## src/rtl/multicycle_control_unit_pkg.sv

```systemverilog
// Shared encodings for the multi-cycle RV32I control unit: FSM states, datapath
// mux codes, ALU op classes and the RV32I major opcodes (mirrors opcodes.v).
package multicycle_control_unit_pkg;

    typedef enum logic [2:0] {
        S_IF   = 3'd0,
        S_ID   = 3'd1,
        S_EX   = 3'd2,
        S_MEM  = 3'd3,
        S_WB   = 3'd4,
        S_HALT = 3'd5
    } state_t;

    localparam logic [1:0] SRC_A_PC     = 2'd0;
    localparam logic [1:0] SRC_A_RS1    = 2'd1;
    localparam logic [1:0] SRC_A_OLD_PC = 2'd2;

    localparam logic [1:0] SRC_B_RS2  = 2'd0;
    localparam logic [1:0] SRC_B_IMM  = 2'd1;
    localparam logic [1:0] SRC_B_FOUR = 2'd2;

    localparam logic [1:0] ALU_ADD    = 2'd0;
    localparam logic [1:0] ALU_BRANCH = 2'd1;
    localparam logic [1:0] ALU_FUNCT  = 2'd2;

    localparam logic [1:0] WB_ALUOUT = 2'd0;
    localparam logic [1:0] WB_MDR    = 2'd1;
    localparam logic [1:0] WB_PC     = 2'd2;

    localparam logic [6:0] OP_ARITHMETIC     = 7'b0110011;
    localparam logic [6:0] OP_ARITHMETIC_IMM = 7'b0010011;
    localparam logic [6:0] OP_LOAD           = 7'b0000011;
    localparam logic [6:0] OP_STORE          = 7'b0100011;
    localparam logic [6:0] OP_BRANCH         = 7'b1100011;
    localparam logic [6:0] OP_JAL            = 7'b1101111;
    localparam logic [6:0] OP_JALR           = 7'b1100111;
    localparam logic [6:0] OP_ECALL          = 7'b1110011;

    typedef struct packed {
        logic       pc_write;
        logic       pc_write_cond;
        logic       ir_write;
        logic       mem_read;
        logic       mem_write;
        logic       reg_write;
        logic       i_or_d;
        logic       pc_source;
        logic [1:0] alu_src_a;
        logic [1:0] alu_src_b;
        logic [1:0] alu_op;
        logic [1:0] wb_sel;
        logic       is_halted;
    } ctrl_t;

endpackage

```

## src/rtl/ctrl_perf_counters.sv

```systemverilog
// Free-running cycle and retired-instruction counters for the control unit.
// Only instantiated when CTRL_PERF_CNT_EN is defined.
module ctrl_perf_counters (
    input  logic        clk,
    input  logic        reset_n,
    input  logic        count_en,
    input  logic        retire,
    output logic [31:0] cycle_count,
    output logic [31:0] instret
);

    always_ff @(posedge clk or negedge reset_n) begin
        if (!reset_n) begin
            cycle_count <= '0;
            instret     <= '0;
        end else begin
            if (count_en) cycle_count <= cycle_count + 32'd1;
            if (retire)   instret     <= instret + 32'd1;
        end
    end

endmodule

```

## src/rtl/multicycle_control_unit.sv

```systemverilog
// Sequencing FSM stepping each RV32I instruction through IF/ID/EX/MEM/WB.
// Define CTRL_PERF_CNT_EN to add cycle_count/instret performance counters.
import multicycle_control_unit_pkg::*;

module multicycle_control_unit (
    input  logic        clk,
    input  logic        reset_n,
    input  logic [6:0]  opcode,
    input  logic        bcond,
    input  logic        mem_ready,
    output logic        pc_write,
    output logic        pc_write_cond,
    output logic        ir_write,
    output logic        mem_read,
    output logic        mem_write,
    output logic        reg_write,
    output logic        i_or_d,
    output logic        pc_source,
    output logic [1:0]  alu_src_a,
    output logic [1:0]  alu_src_b,
    output logic [1:0]  alu_op,
    output logic [1:0]  wb_sel,
    output logic        is_halted,
`ifdef CTRL_PERF_CNT_EN
    output logic [31:0] cycle_count,
    output logic [31:0] instret,
`endif
    output logic [2:0]  state
);

    state_t state_reg;
    state_t state_next;
    ctrl_t  ctrl;

    // bcond only gates the datapath's PC write; the sequencing never looks at it.
    logic unused_bcond;
    assign unused_bcond = bcond;

    always_ff @(posedge clk or negedge reset_n) begin
        if (!reset_n) state_reg <= S_IF;
        else          state_reg <= state_next;
    end

    always_comb begin
        ctrl       = '0;
        state_next = state_reg;
        case (state_reg)
            S_IF: begin
                ctrl.mem_read  = 1'b1;
                ctrl.alu_src_a = SRC_A_PC;
                ctrl.alu_src_b = SRC_B_FOUR;
                ctrl.alu_op    = ALU_ADD;
                if (mem_ready) begin
                    ctrl.ir_write = 1'b1;
                    ctrl.pc_write = 1'b1;
                    state_next    = S_ID;
                end
            end
            S_ID: begin
                ctrl.alu_src_a = SRC_A_OLD_PC;
                ctrl.alu_src_b = SRC_B_IMM;
                ctrl.alu_op    = ALU_ADD;
                state_next     = (opcode == OP_ECALL) ? S_HALT : S_EX;
            end
            S_EX: begin
                state_next = S_IF;
                case (opcode)
                    OP_ARITHMETIC, OP_ARITHMETIC_IMM: begin
                        ctrl.alu_src_a = SRC_A_RS1;
                        ctrl.alu_src_b = (opcode == OP_ARITHMETIC) ? SRC_B_RS2 : SRC_B_IMM;
                        ctrl.alu_op    = ALU_FUNCT;
                        state_next     = S_WB;
                    end
                    OP_LOAD, OP_STORE: begin
                        ctrl.alu_src_a = SRC_A_RS1;
                        ctrl.alu_src_b = SRC_B_IMM;
                        ctrl.alu_op    = ALU_ADD;
                        state_next     = S_MEM;
                    end
                    OP_BRANCH: begin
                        ctrl.alu_src_a     = SRC_A_RS1;
                        ctrl.alu_src_b     = SRC_B_RS2;
                        ctrl.alu_op        = ALU_BRANCH;
                        ctrl.pc_write_cond = 1'b1;
                        ctrl.pc_source     = 1'b1;
                    end
                    OP_JAL: begin
                        // Target already sits in ALUOut from ID; rd takes the live PC.
                        ctrl.pc_write  = 1'b1;
                        ctrl.pc_source = 1'b1;
                        ctrl.reg_write = 1'b1;
                        ctrl.wb_sel    = WB_PC;
                    end
                    OP_JALR: begin
                        ctrl.alu_src_a = SRC_A_RS1;
                        ctrl.alu_src_b = SRC_B_IMM;
                        ctrl.alu_op    = ALU_ADD;
                        ctrl.pc_write  = 1'b1;
                        ctrl.reg_write = 1'b1;
                        ctrl.wb_sel    = WB_PC;
                    end
                    default: ;
                endcase
            end
            S_MEM: begin
                ctrl.i_or_d    = 1'b1;
                ctrl.mem_read  = (opcode == OP_LOAD);
                ctrl.mem_write = (opcode == OP_STORE);
                if (mem_ready) state_next = (opcode == OP_LOAD) ? S_WB : S_IF;
            end
            S_WB: begin
                ctrl.reg_write = 1'b1;
                ctrl.wb_sel    = (opcode == OP_LOAD) ? WB_MDR : WB_ALUOUT;
                state_next     = S_IF;
            end
            S_HALT: ctrl.is_halted = 1'b1;
            default: state_next = S_IF;
        endcase
        // Strobes must drop the instant reset asserts, not at the next edge.
        if (!reset_n) ctrl = '0;
    end

    assign pc_write      = ctrl.pc_write;
    assign pc_write_cond = ctrl.pc_write_cond;
    assign ir_write      = ctrl.ir_write;
    assign mem_read      = ctrl.mem_read;
    assign mem_write     = ctrl.mem_write;
    assign reg_write     = ctrl.reg_write;
    assign i_or_d        = ctrl.i_or_d;
    assign pc_source     = ctrl.pc_source;
    assign alu_src_a     = ctrl.alu_src_a;
    assign alu_src_b     = ctrl.alu_src_b;
    assign alu_op        = ctrl.alu_op;
    assign wb_sel        = ctrl.wb_sel;
    assign is_halted     = ctrl.is_halted;
    assign state         = state_reg;

`ifdef CTRL_PERF_CNT_EN
    logic retire;
    assign retire = (state_reg == S_EX || state_reg == S_MEM || state_reg == S_WB)
                    && (state_next == S_IF);

    ctrl_perf_counters u_perf (
        .clk         (clk),
        .reset_n     (reset_n),
        .count_en    (state_reg != S_HALT),
        .retire      (retire),
        .cycle_count (cycle_count),
        .instret     (instret)
    );
`endif

endmodule

```

## config.mk

```make
export PLATFORM = sky130hd
export DESIGN_NAME = multicycle_control_unit
export DESIGN_NICKNAME = d
export VERILOG_FILES = /design/src/rtl/multicycle_control_unit_pkg.sv /design/src/rtl/ctrl_perf_counters.sv /design/src/rtl/multicycle_control_unit.sv
export SDC_FILE = /design/constraint.sdc
export NUM_CORES = 1
export LEC_CHECK = 0
export BUFFER_PORTS_ARGS = -buffer_cell sky130_fd_sc_hd__buf_4
export CAP_MARGIN = 20
export CORE_MARGIN = 5
export CORE_UTILIZATION = 31
export DETAILED_ROUTE_END_ITERATION = 10
export GPL_TIMING_DRIVEN = 0
export SETUP_SLACK_MARGIN = 0.2
export SLEW_MARGIN = 30
export SYNTH_ARGS = -nofsm -noshare
export SYNTH_HDL_FRONTEND = slang
export SYNTH_SLANG_ARGS = --single-unit
export TNS_END_PERCENT = 10
```

## constraint.sdc

```tcl
create_clock -name clk -period 2.15 [get_ports clk]
set_input_delay 0.3225 -clock clk [delete_from_list [all_inputs] [get_ports clk]]
set_output_delay 0.3225 -clock clk [all_outputs]
set_load 0.05 [all_outputs]
```

==> flow_metrics.env <==
export IMPL_status="complete, but fails checks"
export IMPL_failed_checks="negative setup slack"
export IMPL_vias=614
export IMPL_fin_cells=117
export IMPL_wl_met2_um=781
export IMPL_cts_max_level=1
export IMPL_largest_register_ffs=3
export IMPL_startpoint_type="flop"
export IMPL_fp_coreArea_um2=1320
export IMPL_finalClockSkew_ns=0.00339
export IMPL_synth_seq_cells=3
export IMPL_required_ns=1.83
export IMPL_fin_ws_ns=-0.0913
export IMPL_grt_pass1_wl_um=2610
export IMPL_slowest_stage="or3_4"
export IMPL_clock_latency_ns=0.23
export IMPL_seq_area_frac_synth=0.170
export IMPL_dp_slack_ns=-0.0528
export IMPL_overflow=0
export IMPL_peakVddDrop_mv=0.602
export IMPL_final_core_util=0.679
export IMPL_gp_congestion=0.776
export IMPL_drtIter0Drc=20
export IMPL_slew_headroom=0.705
export IMPL_maxCapViolCount=0
export IMPL_min_period_over_period=1.04
export IMPL_cts_sinks=3
export IMPL_topRoutingLayerUsed="met3"
export IMPL_design_die_area_um2=2280
export IMPL_path_cells="nand3b_4, or4_4, or3_4, nand2b_4, buf_8"
export IMPL_avgRoutedWirePerCell_um=13.9
export IMPL_cp_end_kind="output pin"
export IMPL_grt_max_degree=11
export IMPL_grt_pass1_vias=554
export IMPL_postSynthAreaPerCell_um2=6.90
export IMPL_grt_setup_unrepaired="yes"
export IMPL_drive_gt1_frac=0.627
export IMPL_n_antenna_cell=0
export IMPL_power_leakage_nw=0.417
export IMPL_crit_type="flop to output pin"
export IMPL_synthDistinctLibCells=31
export IMPL_nets=114
export IMPL_syn2layout_area_growth_pct=103
export IMPL_dr_pass1_iters=4
export IMPL_clockBufferDepth=2
export IMPL_cts_tree="built"
export IMPL_final_cell_mix="buf_4, nor2_1, buf_6, inv_1, o21ai_0"
export IMPL_placementRows=13
export IMPL_route_detailed_drc=0
export IMPL_crit_arrival_ns=1.92
export IMPL_clock_fmax_mhz=446
export IMPL_routed_wl_met3_um=113
export IMPL_worst_pin_slew_ns=0.443
export IMPL_clk_pin_slew_ns=0.04
export IMPL_antenna_found_initial=0
export IMPL_layout_commonest_cell="buf_4"
export IMPL_yosysWarnings=0
export IMPL_setup_viol=3
export IMPL_maxSlewViolCount=0
export IMPL_syn_area_um2=442
export IMPL_place_inst=107
export IMPL_power_density_nw_per_um2=899
export IMPL_dp_hpwl_um=1220
export IMPL_portBuffers=28
export IMPL_ios=31
export IMPL_syn_inst=64
export IMPL_final_hold_viol_count=0
export IMPL_antenna_left=0
export IMPL_die_w_um=47.7
export IMPL_start_util=0.335
export IMPL_wl_um=1630
export IMPL_m1WireLength_um=734
export IMPL_synth_fp_nets=75
export IMPL_cp_slowest_stage_delay_ns=0.46
export IMPL_die_h_um=47.7
export IMPL_via_per_inst=5.25
export IMPL_min_period_ns=2.24
export IMPL_grtUsageTotal=0.162
export IMPL_cts_buffers=3
export IMPL_root_buffer="clkbuf_4"
export IMPL_path_max_fanout=3
export IMPL_hp_class="input port to flop"
-- routing by layer --
| metal | GRT usage | vias up |
|---|---|---|
| met5 | 0 | - |
| met1 | 0.224 | 285 |
| met3 | 0.0338 | 0 |
| met4 | 0.0484 | 0 |
| li1 | - | 308 |
| met2 | 0.251 | 21 |
-- final timing paths --
| check | startpoint | end | slack, ns | cells past startpoint |
|---|---|---|---|---|
| worst max-delay path | state[2]$_DFFE_PN0P_ | pc_write | -0.09 | 5 |
| worst min-delay path | mem_ready | state[0]$_DFFE_PN0P_ | 0.45 | 3 |
| worst max register to register | state[1]$_DFFE_PN0P_ | state[2]$_DFFE_PN0P_ | 0.60 | 6 |
| worst min register to register | state[2]$_DFFE_PN0P_ | state[1]$_DFFE_PN0P_ | 0.61 | 2 |
| max in group asynchronous | reset_n | state[0]$_DFFE_PN0P_ | 1.48 | 2 |
| min in group asynchronous | reset_n | state[2]$_DFFE_PN0P_ | 0.51 | 2 |
-- report_power, final --
part	switching [mW]	internal (mW)	total, mW
clock	0.0316	0.0697	0.101
sequential	0.0133	0.0794	0.0927
combinational	0.392	0.218	0.610
total	0.437	0.367	0.804
-- per-stage QoR --
| stage | instance area (um2) | TNS, ns | total power [mW] | hold slack (ns) |
|---|---|---|---|---|
| global placement | 749 | -0.151 | 0.654 | 0.140 |
| finish | 895 | -0.259 | 0.804 | 0.452 |
| global route | 895 | -0.411 | 0.854 | 0.485 |
| CTS | 880 | -0.373 | 0.804 | 0.450 |
| detailed placement | 749 | -0.196 | 0.658 | 0.141 |
| floorplan | 520 | -0.175 | 0.515 | 0.0269 |
-- what timing repair did --
item	in CTS	in global routing
hold buffers	1	0
pin swaps	3	3
endpoints found under the hold margin	3	0
setup buffers	5	0
cloned	0	0
resized for setup	13	5
setup endpoints to repair	12	12
-- area by class of cell --
class	instances	area, um2
multi-input combinational	53	429
fill	112	423
timing repair buffer	34	299
sequential	3	78.8
clock buffer	4	26.3
inverter	5	22.5
buffer	3	20.0
tap	15	18.8
-- Yosys cell counts --
cell / count / share of area
o31ai_1: 1 / 0.017
nand2_1: 3 / 0.025
and3_2: 1 / 0.017
nor2b_1: 1 / 0.014
nand3b_4: 1 / 0.045
a211o_2: 1 / 0.023
o311ai_0: 1 / 0.020
clkbuf_1: 2 / 0.017
or4_4: 1 / 0.025
nor2_1: 11 / 0.093
inv_1: 5 / 0.042
and2_1: 1 / 0.014
or4_1: 1 / 0.017
nor3_1: 3 / 0.034
xor2_1: 1 / 0.020
nand4bb_1: 1 / 0.025
a21o_1: 1 / 0.017
a31oi_1: 2 / 0.028
a31o_2: 1 / 0.020
or3_4: 1 / 0.025
dfrtp_1: 3 / 0.17
nor3b_1: 3 / 0.051
nor4_1: 1 / 0.014
nand2b_1: 4 / 0.057
o21ai_0: 4 / 0.045
nand3_1: 3 / 0.034
and3_1: 2 / 0.028
a21oi_1: 1 / 0.011
buf_4: 1 / 0.017
o22ai_1: 1 / 0.014
o21a_1: 1 / 0.017
-- worst max-delay path, delay by kind of cell, from the launching register on --
| kind | cells | cell delay, ns |
|---|---|---|
| AND/OR/NAND/NOR | 4 | 1.13 |
| flip-flops | 1 | 0.41 |
| buffers and inverters | 1 | 0.14 |
-- kinds of logic after synthesis --
kind of cell | Yosys count | share of synthesized area
AND/OR/NAND/NOR | 38 | 0.521
AO/OA/AOI/OAI | 14 | 0.212
buffers and inverters | 8 | 0.0765
flip-flops | 3 | 0.170
XOR/XNOR | 1 | 0.0198
No activity file was read; power rests on OpenSTA's default activity.
